==> src/rtl/blk_opmode_engine.sv <==
// rtl/blk_opmode_engine.sv - ECB/CBC/OFB/CTR mode-of-operation engine around an external block-cipher core
module blk_opmode_engine #(
   parameter int BLK_W = 128,
   parameter int CTR_W = 32
) (
   input  logic             Clk,
   input  logic             RstN,
   input  logic             Enable,
   input  logic             Encrypt,
   input  logic [1:0]       SOM,
   input  logic             Init,
   input  logic [BLK_W-1:0] IV,
   input  logic             SA,
   input  logic             in_valid,
   output logic             in_ready,
   input  logic [BLK_W-1:0] in_data,
   output logic             out_valid,
   input  logic             out_ready,
   output logic [BLK_W-1:0] out_data,
   output logic             core_start,
   output logic             core_encrypt,
   output logic             core_sa,
   output logic [BLK_W-1:0] core_din,
   input  logic             core_ready,
   input  logic [BLK_W-1:0] core_dout
);

   typedef enum logic [1:0] {S_IDLE, S_ISSUE, S_WAIT, S_OUT} state_t;

   localparam logic [1:0] M_ECB = 2'd0;
   localparam logic [1:0] M_CBC = 2'd1;
   localparam logic [1:0] M_OFB = 2'd2;
   localparam logic [1:0] M_CTR = 2'd3;

   // Only the low CTR_W bits of the counter advance; the rest is a fixed nonce.
   localparam logic [BLK_W-1:0] LOW_MASK = ~({BLK_W{1'b1}} << CTR_W);
   localparam logic [BLK_W-1:0] ONE      = BLK_W'(1);

   state_t           state;
   logic [BLK_W-1:0] chain;
   logic [BLK_W-1:0] ctr;
   logic [BLK_W-1:0] d_reg;
   logic [1:0]       mode_reg;
   logic             enc_reg;

   logic             accept;
   logic [BLK_W-1:0] din_next;
   logic             cenc_next;
   logic [BLK_W-1:0] res_data;
   logic [BLK_W-1:0] chain_next;
   logic [BLK_W-1:0] ctr_inc;

   assign in_ready = RstN && Enable && !Init && (state == S_IDLE);
   assign accept   = in_valid && in_ready;
   assign ctr_inc  = (ctr & ~LOW_MASK) | ((ctr + ONE) & LOW_MASK);

   always_comb begin
      din_next  = in_data;
      cenc_next = 1'b1;
      case (SOM)
         M_ECB: cenc_next = Encrypt;
         M_CBC: begin
            cenc_next = Encrypt;
            din_next  = Encrypt ? (in_data ^ chain) : in_data;
         end
         M_OFB: din_next = chain;
         M_CTR: din_next = ctr;
         default: din_next = in_data;
      endcase
   end

   always_comb begin
      res_data   = core_dout;
      chain_next = chain;
      case (mode_reg)
         M_ECB: res_data = core_dout;
         M_CBC: begin
            res_data   = enc_reg ? core_dout : (core_dout ^ chain);
            chain_next = enc_reg ? core_dout : d_reg;
         end
         M_OFB: begin
            res_data   = core_dout ^ d_reg;
            chain_next = core_dout;
         end
         M_CTR: res_data = core_dout ^ d_reg;
         default: res_data = core_dout;
      endcase
   end

   always_ff @(posedge Clk) begin
      if (!RstN) begin
         state        <= S_IDLE;
         chain        <= '0;
         ctr          <= '0;
         d_reg        <= '0;
         mode_reg     <= M_ECB;
         enc_reg      <= 1'b0;
         out_valid    <= 1'b0;
         out_data     <= '0;
         core_start   <= 1'b0;
         core_encrypt <= 1'b0;
         core_sa      <= 1'b0;
         core_din     <= '0;
      end else if (Init) begin
         state      <= S_IDLE;
         chain      <= IV;
         ctr        <= IV;
         out_valid  <= 1'b0;
         core_start <= 1'b0;
      end else if (!Enable) begin
         state      <= S_IDLE;
         out_valid  <= 1'b0;
         core_start <= 1'b0;
      end else begin
         case (state)
            S_IDLE: begin
               if (accept) begin
                  d_reg        <= in_data;
                  mode_reg     <= SOM;
                  enc_reg      <= Encrypt;
                  core_sa      <= SA;
                  core_encrypt <= cenc_next;
                  core_din     <= din_next;
                  core_start   <= 1'b1;
                  state        <= S_ISSUE;
               end
            end
            S_ISSUE: begin
               core_start <= 1'b0;
               state      <= S_WAIT;
            end
            S_WAIT: begin
               if (core_ready) begin
                  out_data  <= res_data;
                  out_valid <= 1'b1;
                  chain     <= chain_next;
                  if (mode_reg == M_CTR) ctr <= ctr_inc;
                  state     <= S_OUT;
               end
            end
            S_OUT: begin
               if (out_ready) begin
                  out_valid <= 1'b0;
                  state     <= S_IDLE;
               end
            end
            default: state <= S_IDLE;
         endcase
      end
   end

endmodule

==> config.mk <==
export PLATFORM = sky130hd
export DESIGN_NAME = blk_opmode_engine
export DESIGN_NICKNAME = d
export VERILOG_FILES = /design/src/rtl/blk_opmode_engine.sv
export SDC_FILE = /design/constraint.sdc
export NUM_CORES = 2
export LEC_CHECK = 0
export CORE_MARGIN = 5
export CORE_UTILIZATION = 25
export DETAILED_ROUTE_END_ITERATION = 8
export HOLD_SLACK_MARGIN = 0.02
export PLACE_DENSITY = 0.55
export SYNTH_ARGS = -nofsm -noshare
export SYNTH_HDL_FRONTEND = slang
export SYNTH_SLANG_ARGS = --single-unit
==> constraint.sdc <==
create_clock -name Clk -period 2.2 [get_ports Clk]
set_input_delay 0.33 -clock Clk [delete_from_list [all_inputs] [get_ports Clk]]
set_output_delay 0.33 -clock Clk [all_outputs]
set_load 0.01 [all_outputs]
; ---- Word level (Yosys, flattened, before mapping)
; Cells that the tools add are included.
; W data, S select, Z words.
[word_totals]
register_bits = 649
in_bits = 395
out_inout_bits = 261
word_cells = 82
[classes]
add_sub_neg = 1
n_eq_ne = 12
mux = 25
bitwise_logic = 7
reduce_logical = 25
[ops]
columns = operator, n
row1 = $mux W128, 12
row2 = $pmux W128 S3, 2
row3 = $xor A128 B128 Y128, 3
row4 = $pmux W128 S2, 1
row5 = $or A128 B32 Y128, 1
row6 = $add A32 B1 Y32 const B, 1
row7 = $reduce_and A4 Y1, 4
row8 = $eq A2 B2 Y1 const B, 6
row9 = $reduce_bool A2 Y1, 6
row10 = $pmux W2 S4, 1
row11 = $eq A2 B1 Y1 const B, 3
row12 = $logic_not A2 Y1, 3
row13 = $mux W2, 3
row14 = $ne A2 B2 Y1 const B, 3
row15 = $reduce_and A3 Y1, 2
row16 = $logic_and A1 B1 Y1, 4
row17 = $mux W1, 4
row18 = $pmux W1 S2, 2
row19 = $reduce_or A2 Y1, 2
row20 = $not A1 Y1, 3
row21 = $reduce_bool A3 Y1, 1
row22 = $reduce_or A3 Y1, 1
row23 = $reduce_and A2 Y1, 1
row24 = $logic_not A1 Y1, 1

; ---- Longest topological paths before layout
[logic_depth]
ltp_word = 7
mapped_depth = 9
mapped_depth_nobuf = 7

; ---- Least setup slack after synthesis
; OpenSTA, ideal clock, no wires.
[synth_timing]
kind = flip-flop to flip-flop
from = reg state[0]
to = reg ctr[26]
setup_time_ns = 0.086
arrival_time_ns = 1.775
required_ns = 2.114
path_slack_ns = 0.339
path_stages_with_launch = 9
path_buffers = 1
cell_sequence = dfxtp_1 -> inv_1 -> ha_1 -> nand3_4 -> nor4_4 -> buf_6 -> nand4b_1 -> xnor2_1 -> a211oi_1
[synth_between]
elab_chain_len = 3
[synth_lines]
columns = item, line_no
row1 = from (decl), 39  ; state_t state;
row2 = from (signal assigned), 92  ; state <= S_IDLE;
row3 = from (signal assigned), 105  ; state <= S_IDLE;
row4 = from (signal assigned), 111  ; state <= S_IDLE;
row5 = $eq A2 B2 Y1, 115  ; case (state)
row6 = $reduce_bool A2 Y1 (no line), n/a
row7 = $reduce_and A4 Y1 (no line), n/a
row8 = to (signal assigned), 137  ; if (mode_reg == M_CTR) ctr <= ctr_inc;
row9 = to (decl), 41  ; logic [BLK_W-1:0] ctr;
; Every way passes these cells.
; A chain may end at the register's enable or synchronous reset.

; ---- Worst setup path after layout
[layout_timing]
from = in RstN
to = out in_ready
[layout_between]
elab_chain_len = 3
[layout_lines]
columns = item, line_no
row1 = from (decl), 7  ; input logic RstN,
row2 = $logic_and A1 B1 Y1 (3 in a row), 53  ; assign in_ready = RstN && Enable && !Init && (state == S_IDLE);
row3 = to (decl), 15  ; output logic in_ready,
; Every way passes these cells.

==> flow_metrics.env <==
export IMPL_finalCritPeriodShare_pct=97.9
export IMPL_peakVddDrop_uv=445
export IMPL_critPathArrivalTime_ps=1820
export IMPL_area_delta_synth_final_pct=39.4
export IMPL_start_kind="input port"
export IMPL_clock_sinks=649
export IMPL_grt_antenna_before_repair=27
export IMPL_crit_type="input port to primary output"
export IMPL_fillers=12900
export IMPL_pre_cts_ws_ps=-286
export IMPL_cts_tree="built"
export IMPL_htreeDepth=3
export IMPL_hold_path_class="input port to register"
export IMPL_initial_core_util_pct=25.1
export IMPL_finalCriticalPeriod_ps=2150
export IMPL_end_kind="primary output"
export IMPL_ioPinCount=656
export IMPL_slew_headroom_pct=36.6
export IMPL_routed_wl_mm=130
export IMPL_hold_slack_ps=196
export IMPL_cts_buffers=81
export IMPL_syn_inst=3736
export IMPL_syn_area_um2=31400
export IMPL_run_status="finished, final reports clean"
export IMPL_grt_ovfl_total=0
export IMPL_grt_setup_unrepaired="true"
export IMPL_setup_tns_ps=0
export IMPL_drtIter0Drc=2379
export IMPL_grt_pass1_wl_mm=190
export IMPL_multiInputGateArea_um2=16900
export IMPL_layout_commonest_cell="clkdlybuf4s50_1"
export IMPL_final_cell_mix="clkdlybuf4s50_1, dfxtp_1, nand2_1"
export IMPL_synth_warnings=0
export IMPL_finalClockSkew_ps=30.6
export IMPL_worst_pin_slew_ps=951
export IMPL_ctsLongestPathBuffers=3
export IMPL_max_freq_ghz=0.464
export IMPL_die_area_um2=133000
export IMPL_drive_above_1_share_pct=11.3
export IMPL_rr_worst_depth=9
export IMPL_setup_viol=0
export IMPL_cp_max_fo=2
export IMPL_die_h_um=364
export IMPL_gp_congestion=0.830
export IMPL_avgSynthCellArea_um2=8.39
export IMPL_rows=130
export IMPL_drtAntennaViolNets=0
export IMPL_synth_nets=4137
export IMPL_grt_start_max_net_pins=167
export IMPL_viasPerCell=4.94
export IMPL_clkTransAtPathRegs_ps=60
export IMPL_vias=30000
export IMPL_synth_seq_area_share_pct=41.4
export IMPL_p_leak_nw=15.9
export IMPL_track_usage_pct=18.7
export IMPL_pwr_density_cell_nw_per_um2=685
export IMPL_grt_pass1_vias=29100
export IMPL_hpwlAfterDp_mm=92.3
export IMPL_insertion_delay_ps=650
export IMPL_ys_seq_elements=649
export IMPL_core_um2=125000
export IMPL_seq_area_um2=13000
export IMPL_fin_nets=4752
export IMPL_drv_cap=0
export IMPL_dr_pass1_iters=6
export IMPL_ys_types=49
export IMPL_wl_per_cell_um=21.5
export IMPL_root_buffer="clkbuf_16"
export IMPL_critPathRequiredTime_ps=1870
export IMPL_drc=0
export IMPL_drv_slew=0
export IMPL_die_w_um=364
export IMPL_io_buffers=655
export IMPL_finalHoldViolCount=0
export IMPL_total_power_mw=30.0
export IMPL_hold_depth=5
export IMPL_setup_ws_ps=46.0
[Yosys cell counts, drive strengths merged]
library cell    n  area, µm²
dfxtp         649      13000
nand2         591       2220
a21oi         404       2030
nor2          356       1350
clkbuf        203        762
xor2          151       1320
nand3         143        738
xnor2         135       1180
mux2i         130       1300
buf           129        707
mux2          129       1450
a22o          128       1120
a22oi         128        961
a211o         127       1110
a211oi        108        816
nor3          107        541
o21ai          48        240
nand4          14       87.6
inv            13       48.8
a21boi          6       45.0
ha              6       75.1
nor4            6       80.1
and3            4       25.0
nand4b          4       35.0
o22ai           4       25.0
and2            3       18.8
a222oi          1       10.0
a311oi          1       8.76
a31o            1       8.76
a31oi           1       6.26
clkinv          1       3.75
nor2b           1       8.76
o211ai          1       7.51
o21a            1       7.51
or2             1       6.26
or3             1       6.26
[where the power goes]
group          switching, mW  total (mW)  internal [mW]
Sequential             0.330        12.5           12.1
Combinational           1.86        3.60           1.74
Clock                   5.59        13.9           8.29
Total                   7.78        30.0           22.2
[layout make-up]
type | count | share of cell area (%)
Sequential cell | 649 | 29.7
Antenna cell | 17 | 0.0973
Clock buffer | 111 | 5.36
Multi-Input combinational cell | 2741 | 38.7
Tap cell | 1650 | 4.72
Clock inverter | 31 | 0.933
Inverter | 14 | 0.149
Timing Repair Buffer | 864 | 20.4
[metal layers]
| layer | GRT usage, % | vias up | part of all wire [%] |
|---|---|---|---|
| met5 | 0 | - | 0.060 |
| met2 | 31.2 | 1002 | 48 |
| met1 | 23.8 | 14400 | 43 |
| met4 | 7.68 | 12 | 3.5 |
| met3 | 3.44 | 215 | 5.9 |
| li1 | - | 14400 | - |
[path summary, 6_finish.rpt]
kind / from / slack [ps] / end
worst min-delay path: SOM[1] / 200 / core_din[9]
worst max register to register: state[0] / 160 / chain[82]
worst max-delay path: RstN / 50 / in_ready
worst min register to register: ctr[106] / 450 / ctr[106]
[metrics by stage]
step	util (%)	instances	instance area, µm²
final	34.9	6077	43700
after global routing	34.9	6072	43700
after CTS	34.9	6060	43700
after detailed placement	32.7	5917	40900
after global placement	32.7	5917	40900
after floorplan	-	3736	31400
[worst max-delay path, cell delays in order]
cell	delay (ps)
clkdlybuf4s50_1	460
buf_4	160
nor2b_4	160
buf_4	150
nand2_1	90
nor2_1	100
buf_4	140
clkdlybuf4s15_2	220
[logic make-up after synthesis]
| family | Yosys count | share of synthesized area, % |
|---|---|---|
| buffers and inverters | 346 | 4.85 |
| AO/OA/AOI/OAI | 959 | 20.4 |
| adder cells (fa/ha/maj) | 6 | 0.239 |
| multiplexers | 259 | 8.78 |
| XOR/XNOR | 286 | 7.99 |
| AND/OR/NAND/NOR | 1231 | 16.3 |
| flip-flops | 649 | 41.4 |
[what timing repair did]
item,CTS,global route
resized for setup,7,2
buffers inserted,0,0
setup endpoints to repair,1,12
hold endpoints to repair,1,0
hold buffers,1,0
(Power assumes the default switching activity.)
